`config.mk`:
```
export PLATFORM = sky130hd
export DESIGN_NAME = cpu_control_flat
export DESIGN_NICKNAME = d
export VERILOG_FILES = /design/src/rtl/cpu_control_if.sv /design/src/rtl/cpu_control.sv /design/src/flat_wrapper.sv
export SDC_FILE = /design/constraint.sdc
export NUM_CORES = 1
export LEC_CHECK = 0
export ABC_CLOCK_PERIOD_IN_PS = 6670
export BUFFER_PORTS_ARGS = -buffer_cell sky130_fd_sc_hd__clkbuf_2
export CAP_MARGIN = 20
export CORE_ASPECT_RATIO = 2
export CORE_MARGIN = 2
export CORE_UTILIZATION = 60
export CTS_CLUSTER_SIZE = 30
export DETAILED_ROUTE_END_ITERATION = 16
export GPL_TIMING_DRIVEN = 0
export PLACE_DENSITY = 0.94
export SLEW_MARGIN = 20
export SYNTH_ARGS = -nofsm -noshare
export SYNTH_HDL_FRONTEND = slang
export SYNTH_SLANG_ARGS = --single-unit
```
`constraint.sdc`:
```
create_clock -name clk -period 6.67 [get_ports clk]
set_input_delay 1.6675 -clock clk [delete_from_list [all_inputs] [get_ports clk]]
set_output_delay 1.6675 -clock clk [all_outputs]
set_load 0.1 [all_outputs]
```
`src/rtl/cpu_control_if.sv`:
```
// Bundle of the instruction handshake, the RAM bank side and the user-facing
// result signals of the mini-CPU control sequencer.
interface cpu_control_if;
  logic        instr_valid;
  logic [15:0] instr;
  logic        instr_ready;
  logic        read;
  logic        stored;
  logic [15:0] v1RAM;
  logic [15:0] v2RAM;
  logic [2:0]  stateCPU;
  logic [2:0]  opcode;
  logic [3:0]  addr1;
  logic [3:0]  addr2;
  logic [3:0]  addr3;
  logic [15:0] valorGuardarRAM;
  logic [15:0] display_value;
  logic        display_valid;
  logic        error;

  // sequencer side
  modport master (
    input  instr_valid, instr, read, stored, v1RAM, v2RAM,
    output instr_ready, stateCPU, opcode, addr1, addr2, addr3,
           valorGuardarRAM, display_value, display_valid, error
  );

  // instruction source / RAM bank side
  modport slave (
    output instr_valid, instr, read, stored, v1RAM, v2RAM,
    input  instr_ready, stateCPU, opcode, addr1, addr2, addr3,
           valorGuardarRAM, display_value, display_valid, error
  );
endinterface

```
`src/rtl/cpu_control.sv`:
```
// Mini-CPU control sequencer: fetches one 16-bit instruction, reads operands
// from the RAM bank, computes the result, stores it back and shows it.
//
// state   | meaning
// --------+-----------------------------------------------------------
// OFF     | powered down, waiting for power_on
// FETCH   | instr_ready high, latch instruction on instr_valid
// DECODE  | opcode/addresses on the bus, pick READ or straight to CALC
// READ    | wait for read ack, capture v1RAM/v2RAM (bounded by timer)
// CALC    | compute result
// STORE   | present result to RAM, wait for stored ack (bounded)
// DISPLAY | one-cycle display_valid pulse, back to FETCH
module cpu_control #(
  parameter int ACK_TIMEOUT = 15
) (
  input  logic          clk,
  input  logic          rst_n,
  input  logic          power_on,
  cpu_control_if.master bus
);

  typedef enum logic [2:0] {
    ST_OFF     = 3'b000,
    ST_FETCH   = 3'b001,
    ST_DECODE  = 3'b010,
    ST_READ    = 3'b011,
    ST_CALC    = 3'b100,
    ST_DISPLAY = 3'b101,
    ST_STORE   = 3'b110
  } state_t;

  localparam logic [2:0] OP_LOAD  = 3'd0;
  localparam logic [2:0] OP_ADD   = 3'd1;
  localparam logic [2:0] OP_ADDI  = 3'd2;
  localparam logic [2:0] OP_SUB   = 3'd3;
  localparam logic [2:0] OP_SUBI  = 3'd4;
  localparam logic [2:0] OP_MUL   = 3'd5;
  localparam logic [2:0] OP_CLEAR = 3'd6;
  localparam logic [2:0] OP_DISP  = 3'd7;

  // Down-counter: loaded with ACK_TIMEOUT-1 on entry, timeout when it is 0
  // and still no ack, so the wait lasts exactly ACK_TIMEOUT cycles.
  localparam int          TW       = $clog2(ACK_TIMEOUT);
  localparam logic [TW-1:0] TMR_LOAD = TW'(ACK_TIMEOUT - 1);

  state_t        state_q, state_d;
  logic [2:0]    opcode_q, opcode_d;
  logic [3:0]    addr1_q, addr1_d;
  logic [3:0]    addr2_q, addr2_d;
  logic [3:0]    addr3_q, addr3_d;
  logic [6:0]    imm_q, imm_d;
  logic [15:0]   v1_q, v1_d;
  logic [15:0]   v2_q, v2_d;
  logic [15:0]   valor_q, valor_d;
  logic [15:0]   disp_q, disp_d;
  logic          error_q, error_d;
  logic [TW-1:0] timer_q, timer_d;

  logic [15:0]   imm7;
  logic [15:0]   imm5;
  logic [15:0]   mul_lo;
  logic [15:0]   alu_res;

  // ALU: result of the latched instruction, mod 2^16
  always_comb begin
    imm7    = {{9{imm_q[6]}}, imm_q};
    imm5    = {{11{imm_q[4]}}, imm_q[4:0]};
    mul_lo  = v1_q * imm5;
    alu_res = '0;
    case (opcode_q)
      OP_LOAD:  alu_res = imm7;
      OP_ADD:   alu_res = v1_q + v2_q;
      OP_ADDI:  alu_res = v1_q + imm5;
      OP_SUB:   alu_res = v1_q - v2_q;
      OP_SUBI:  alu_res = v1_q - imm5;
      OP_MUL:   alu_res = mul_lo;
      OP_CLEAR: alu_res = '0;
      default:  alu_res = v1_q;
    endcase
  end

  // Next-state and datapath register updates
  always_comb begin
    state_d  = state_q;
    opcode_d = opcode_q;
    addr1_d  = addr1_q;
    addr2_d  = addr2_q;
    addr3_d  = addr3_q;
    imm_d    = imm_q;
    v1_d     = v1_q;
    v2_d     = v2_q;
    valor_d  = valor_q;
    disp_d   = disp_q;
    error_d  = error_q;
    timer_d  = timer_q;

    if (!power_on) begin
      state_d = ST_OFF;
    end else begin
      case (state_q)
        ST_OFF: state_d = ST_FETCH;
        ST_FETCH: begin
          if (bus.instr_valid) begin
            opcode_d = bus.instr[15:13];
            imm_d    = bus.instr[6:0];
            error_d  = 1'b0;
            addr1_d  = '0;
            addr2_d  = '0;
            addr3_d  = '0;
            case (bus.instr[15:13])
              OP_LOAD, OP_DISP: addr1_d = bus.instr[12:9];
              OP_ADD, OP_SUB: begin
                addr1_d = bus.instr[8:5];
                addr2_d = bus.instr[4:1];
                addr3_d = bus.instr[12:9];
              end
              OP_ADDI, OP_SUBI, OP_MUL: begin
                addr1_d = bus.instr[8:5];
                addr2_d = bus.instr[12:9];
              end
              default: ;
            endcase
            state_d = ST_DECODE;
          end
        end
        ST_DECODE: begin
          timer_d = TMR_LOAD;
          state_d = (opcode_q == OP_LOAD || opcode_q == OP_CLEAR) ? ST_CALC : ST_READ;
        end
        ST_READ: begin
          if (bus.read) begin
            v1_d    = bus.v1RAM;
            v2_d    = bus.v2RAM;
            state_d = ST_CALC;
          end else if (timer_q == '0) begin
            error_d = 1'b1;
            state_d = ST_FETCH;
          end else begin
            timer_d = timer_q - TW'(1);
          end
        end
        ST_CALC: begin
          if (opcode_q == OP_DISP) begin
            disp_d  = alu_res;
            state_d = ST_DISPLAY;
          end else begin
            valor_d = alu_res;
            timer_d = TMR_LOAD;
            state_d = ST_STORE;
          end
        end
        ST_STORE: begin
          if (bus.stored) begin
            disp_d  = valor_q;
            state_d = ST_DISPLAY;
          end else if (timer_q == '0) begin
            error_d = 1'b1;
            state_d = ST_FETCH;
          end else begin
            timer_d = timer_q - TW'(1);
          end
        end
        ST_DISPLAY: state_d = ST_FETCH;
        default:    state_d = ST_OFF;
      endcase
    end
  end

  // State and datapath registers
  always_ff @(posedge clk or negedge rst_n) begin
    if (!rst_n) begin
      state_q  <= ST_OFF;
      opcode_q <= '0;
      addr1_q  <= '0;
      addr2_q  <= '0;
      addr3_q  <= '0;
      imm_q    <= '0;
      v1_q     <= '0;
      v2_q     <= '0;
      valor_q  <= '0;
      disp_q   <= '0;
      error_q  <= 1'b0;
      timer_q  <= '0;
    end else begin
      state_q  <= state_d;
      opcode_q <= opcode_d;
      addr1_q  <= addr1_d;
      addr2_q  <= addr2_d;
      addr3_q  <= addr3_d;
      imm_q    <= imm_d;
      v1_q     <= v1_d;
      v2_q     <= v2_d;
      valor_q  <= valor_d;
      disp_q   <= disp_d;
      error_q  <= error_d;
      timer_q  <= timer_d;
    end
  end

  // display_value is written on entry to DISPLAY so it lines up with the pulse
  assign bus.instr_ready     = (state_q == ST_FETCH);
  assign bus.stateCPU        = state_q;
  assign bus.opcode          = opcode_q;
  assign bus.addr1           = addr1_q;
  assign bus.addr2           = addr2_q;
  assign bus.addr3           = addr3_q;
  assign bus.valorGuardarRAM = valor_q;
  assign bus.display_value   = disp_q;
  assign bus.display_valid   = (state_q == ST_DISPLAY);
  assign bus.error           = error_q;

endmodule
```
`src/flat_wrapper.sv`:
```
// flat-port wrapper written by rule: the top's interface ports become plain ports
module cpu_control_flat 
#(
  parameter int ACK_TIMEOUT = 15
)
  (clk, rst_n, power_on, bus_instr_valid, bus_instr, bus_read, bus_stored, bus_v1RAM, bus_v2RAM, bus_instr_ready, bus_stateCPU, bus_opcode, bus_addr1, bus_addr2, bus_addr3, bus_valorGuardarRAM, bus_display_value, bus_display_valid, bus_error);
  cpu_control_if bus_i ();
  input  logic clk;
  input  logic rst_n;
  input  logic power_on;
  input wire logic [$bits(bus_i.instr_valid)-1:0] bus_instr_valid;
  input wire logic [$bits(bus_i.instr)-1:0] bus_instr;
  input wire logic [$bits(bus_i.read)-1:0] bus_read;
  input wire logic [$bits(bus_i.stored)-1:0] bus_stored;
  input wire logic [$bits(bus_i.v1RAM)-1:0] bus_v1RAM;
  input wire logic [$bits(bus_i.v2RAM)-1:0] bus_v2RAM;
  output wire logic [$bits(bus_i.instr_ready)-1:0] bus_instr_ready;
  output wire logic [$bits(bus_i.stateCPU)-1:0] bus_stateCPU;
  output wire logic [$bits(bus_i.opcode)-1:0] bus_opcode;
  output wire logic [$bits(bus_i.addr1)-1:0] bus_addr1;
  output wire logic [$bits(bus_i.addr2)-1:0] bus_addr2;
  output wire logic [$bits(bus_i.addr3)-1:0] bus_addr3;
  output wire logic [$bits(bus_i.valorGuardarRAM)-1:0] bus_valorGuardarRAM;
  output wire logic [$bits(bus_i.display_value)-1:0] bus_display_value;
  output wire logic [$bits(bus_i.display_valid)-1:0] bus_display_valid;
  output wire logic [$bits(bus_i.error)-1:0] bus_error;
  assign bus_i.instr_valid = bus_instr_valid;
  assign bus_i.instr = bus_instr;
  assign bus_i.read = bus_read;
  assign bus_i.stored = bus_stored;
  assign bus_i.v1RAM = bus_v1RAM;
  assign bus_i.v2RAM = bus_v2RAM;
  assign bus_instr_ready = bus_i.instr_ready;
  assign bus_stateCPU = bus_i.stateCPU;
  assign bus_opcode = bus_i.opcode;
  assign bus_addr1 = bus_i.addr1;
  assign bus_addr2 = bus_i.addr2;
  assign bus_addr3 = bus_i.addr3;
  assign bus_valorGuardarRAM = bus_i.valorGuardarRAM;
  assign bus_display_value = bus_i.display_value;
  assign bus_display_valid = bus_i.display_valid;
  assign bus_error = bus_i.error;
  cpu_control #(.ACK_TIMEOUT(ACK_TIMEOUT)) u_core (.clk(clk), .rst_n(rst_n), .power_on(power_on), .bus(bus_i));
endmodule
```
# Word level (Yosys, flattened, before mapping)
# Cells that the tools add are included.
# classes
addsub,5
multipliers,1
eq_ne,26
n_mux,25
n_bitwise,1
n_reduce_logical,19
# ops
op,count
$pmux W16 S7,1
$add A16 B16 Y16,2
$mux W16,2
$pmux W16 S2,1
$sub A16 B16 Y16,2
$eq A3 B3 Y1 const B,10
$mux W4,5
$eq A3 B2 Y1 const B,6
$mux W3,6
$pmux W3 S6,1
$mul A16 B5 Y16,1
$pmux W4 S2,2
$pmux W4 S4,1
$ne A2 B2 Y1 const B,5
$reduce_and A5 Y1,2
$eq A3 B1 Y1 const B,3
$logic_not A3 Y1,3
$reduce_and A3 Y1,3
$reduce_or A2 Y1,3
$reduce_or A5 Y1,1
$logic_not A4 Y1,1
$mux W1,4
$reduce_and A4 Y1,1
$reduce_bool A4 Y1,1
10 further kinds,10
# word_totals
register_bits,94
in_bits,54
output_inout_bits,53
elab_cells,89

# Longest topological paths before layout
# logic_depth
ltp_word,5
mapped_depth,19
ltp_nobuf,18

# Worst setup path before layout
# OpenSTA, ideal clock, no wires.
# synth_path
path_type,register to output
from,"register u_core.state_q[1], in the netlist u_core.bus.stateCPU[1]"
to,output bus_display_valid
arrival_ps,3504
setup_slack_ps,1499
stages_incl_launch_ff,5
path_cell_list,dfrtp_1 clkbuf_1 clkbuf_1 clkbuf_1 nor3_1
# synth_via
elab_chain_cells,1
# synth_lines
element,line,source
"start, declared",cpu_control.sv:46,"state_t state_q, state_d;"
"start signal, assigned",cpu_control.sv:185,state_q <= state_d;
$eq A3 B3 Y1,cpu_control.sv:209,assign bus.display_valid = (state_q == ST_DISPLAY);
"end, declared",flat_wrapper.sv:25,output wire logic [$bits(bus_i.display_valid)-1:0] bus_display_valid;
# Every way passes these cells.

# Worst setup path after layout
# layout_path
from,register u_core.imm_q[4]
to,"register u_core.valor_q[15], in the netlist u_core.bus.valorGuardarRAM[15]"
# layout_via
elab_chain_cells,2
word_cells_on_any_way,4
cone_classes,add/sub: 2; mul: 1; mux: 1
# layout_lines
element,line,source
"start, declared",cpu_control.sv:51,"logic [6:0] imm_q, imm_d;"
"start signal, assigned",cpu_control.sv:190,imm_q <= imm_d;
$mul A16 B5 Y16 (tied with other cells),cpu_control.sv:68,mul_lo = v1_q * imm5;
$pmux W16 S7 *,cpu_control.sv:70,case (opcode_q)
"end signal, assigned",cpu_control.sv:193,valor_q <= valor_d;
"end, declared",cpu_control.sv:54,"logic [15:0] valor_q, valor_d;"
# Every way passes the cells marked *; elsewhere a longest branch is shown, timed or not.
# A chain may end at the register's enable or synchronous reset.

==> impl_metrics.ini <==
[critical_path]
critPathMaxFanout = 14
worstPathArrival_ns = 6.13
worstSetupStartpointType = flip-flop
regToRegStartpoint = u_core.imm_q[4]
crit_required_ns = 6.90
end_kind = flip-flop
startpoint = u_core.imm_q[4]
worstSetupPathType = flip-flop to flip-flop

[synthesis]
netlist_instances = 941
syn_nets = 1083
netlist_area_um2 = 8070
synth_cell_types = 59
synth_warnings = 0
syn_area_per_cell_um2 = 8.58
synth_top_cell_area_share_pct = 29.1
ys_ff_latch = 94
yosysTopAreaCell = dfrtp_1
yosysMostFrequentCell = dfrtp_1
synth-edff-count = 0
synthArstFlopShare_pct = 100
synth_ff_type = dfrtp_1
synth.area.top_cells = dfrtp_1 (29%), fa_1 (9.2%), ha_1 (7.9%)
ys_seq_area_share_pct = 29.1
synth_common_cells = dfrtp_1 (94), nand2_1 (90), inv_1 (84), o21ai_0 (84), nor2_1 (81)

[global_routing]
grt_pass1_vias = 7541
grt_antenna_before_repair = 0
grtUsageTotal_pct = 33.0
grt_pass1_wl_um = 37500
grt-ovfl-total = 0
grt_max_degree = 95

[sta]
min_period_ns = 5.90
fin_skew_ns = 0.0124
drv_slew = 0
rsz0062_at_grt = false
fin_hold_ws_ns = 0.482
fmax_mhz = 170
slew_headroom_pct = 41.6
tightest_slew_ns = 0.876
final_hold_viol_count = 0
setup_viol = 0
timing.final.crit_share_pct = 88.4
finalSetupTns_ns = 0

[drt]
drt.antenna.violating_nets = 0
drt_iter0_drc = 550
routedWlPerCell_um = 18.9
routed_wl_um = 23000
via_per_inst = 6.24
num_vias = 7601
drcViolationCount = 0
firstDrtPassIters = 6

[clocking]
cts_tree = yes
clk_pin_slew_ns = 0.07
cts_setup_buffers = 0
cts_resized = 0
cts-root-buf = clkbuf_16
cts_made_buffers = 9
clk_latency_ns = 0.36
clockBufferDepth = 2
clock-sinks = 94
h-tree-depth = 3
hold_buffers = 0

[placement]
hpwl_um = 18000
gp_congestion = 0.978
io_buffer_count = 106

[die]
die_height_um = 168
core_um2 = 13300
fp.dieArea_um2 = 14500
start_util_pct = 60.7
die_w_um = 86.0
rows = 60
io_pins = 107

[cells_and_area]
drive_gt1_share_pct = 16.6
fillCellCount = 1032
antenna_cells = 0
nNetsFinal = 1200
syn2layout_area_growth_pct = 12.7

[worst_hold_path]
worstHoldStart = u_core.bus.display_value[13]
hold_path_class = flip-flop to flip-flop

[run_status]
status = completed

[job]
cap_viol_max_count = 0
registers in the layout (all words and copies together) (netlist names):
name,count
u_core.imm_q,7
u_core.bus.addr2,4
u_core.bus.addr1,4
u_core.bus.opcode,3
u_core.bus.stateCPU,3
u_core.bus.addr3,4
u_core.timer_q,4
u_core.bus.display_value,16
u_core.bus.error,1
u_core.v2_q,16
u_core.v1_q,16
u_core.bus.valorGuardarRAM,16
worst max-delay path: stages (launching register included):
cell and delay [ns]:
dfrtp_1 0.36, clkbuf_1 0.27, inv_1 0.34, clkbuf_1 0.70
nor2_1 0.17, fa_1 0.54, fa_1 0.55, inv_1 0.05
fa_1 0.55, inv_1 0.05, ha_1 0.34, a21oi_1 0.25
o22ai_1 0.15, o211ai_1 0.20, o21ai_0 0.16, xnor2_1 0.16
a222oi_1 0.50, o21ai_1 0.15, mux2_2 0.29
area by class of cell:
cell class	count	area (µm²)	share of cell area (%)
clock buffers	9	225	2.48
multi-input cells	719	5240	57.6
clock inverters	7	67.6	0.743
well taps	155	194	2.13
flip-flops and latches	94	2350	25.9
plain buffers	44	165	1.82
repair buffers	106	539	5.93
inverters	84	315	3.47
through the flow:
step	cells	worst slack (ns)	util, %	area [µm²]
2_1_floorplan	941	1.50	-	8070
3_3_place_gp	1202	1.04	66.2	8800
3_5_place_dp	1202	0.913	66.3	8800
4_1_cts	1218	0.845	68.5	9100
5_1_grt	1218	0.537	68.5	9100
6_report	1218	0.771	68.5	9100
path summary, 6_finish.rpt:
kind                                                       end  slack, ns  depth (start not counted)
max in group asynchronous                      u_core.v2_q[13]       4.76                          1
worst max-delay path            u_core.bus.valorGuardarRAM[15]       0.77                         18
worst min register to register    u_core.bus.display_value[13]       0.48                          2
worst min-delay path              u_core.bus.display_value[13]       0.48                          2
min in group asynchronous         u_core.bus.display_value[13]       1.37                          1
worst max register to register  u_core.bus.valorGuardarRAM[15]       0.77                         18
per-layer routing:
metal  share of wire (%)  vias up  global-route usage [%]
li1                    -     3485                       -
met1                  37     3639                    39.3
met2                  49      376                    54.3
met3                 6.1      101                    4.71
met4                 7.8        0                    22.2
met5                   0        -                       0
cells by family (layout without fill, tap and decap cells):
logic type,Yosys count,count (layout),synth area share [%]
multiplexers,62,62,8.49
buffers and inverters,128,250,5.95
AND/OR/NAND/NOR,304,304,18.0
adder cells (fa/ha/maj),88,88,17.1
XOR/XNOR,37,37,4.01
flip-flops,94,94,29.1
AO/OA/AOI/OAI,228,228,17.3
layout by cell type (no fill, tap or decap), types with 7 or more instances in the layout:
master | Yosys | final
a211oi_1 | 7 | 7
clkbuf_16 | 0 | 9
a21oi_1 | 54 | 54
nor3_1 | 16 | 16
fa_1 | 37 | 37
nand2_1 | 90 | 90
o21ai_0 | 84 | 84
dfrtp_1 | 94 | 94
nor2b_1 | 16 | 16
nand2b_1 | 7 | 7
xor2_1 | 9 | 9
and3_1 | 9 | 9
a21o_1 | 8 | 8
mux2_2 | 52 | 52
clkbuf_2 | 0 | 105
ha_1 | 51 | 51
a31oi_1 | 11 | 11
clkbuf_1 | 43 | 43
xnor2_1 | 28 | 28
inv_1 | 84 | 84
o21a_1 | 8 | 8
mux2i_1 | 10 | 10
nor2_1 | 81 | 81
o211ai_1 | 7 | 7
nand3_1 | 15 | 15
and2_1 | 49 | 49
Power is not shown: default switching activity piles up to over one toggle a cycle in this logic, so the estimate is an artifact.
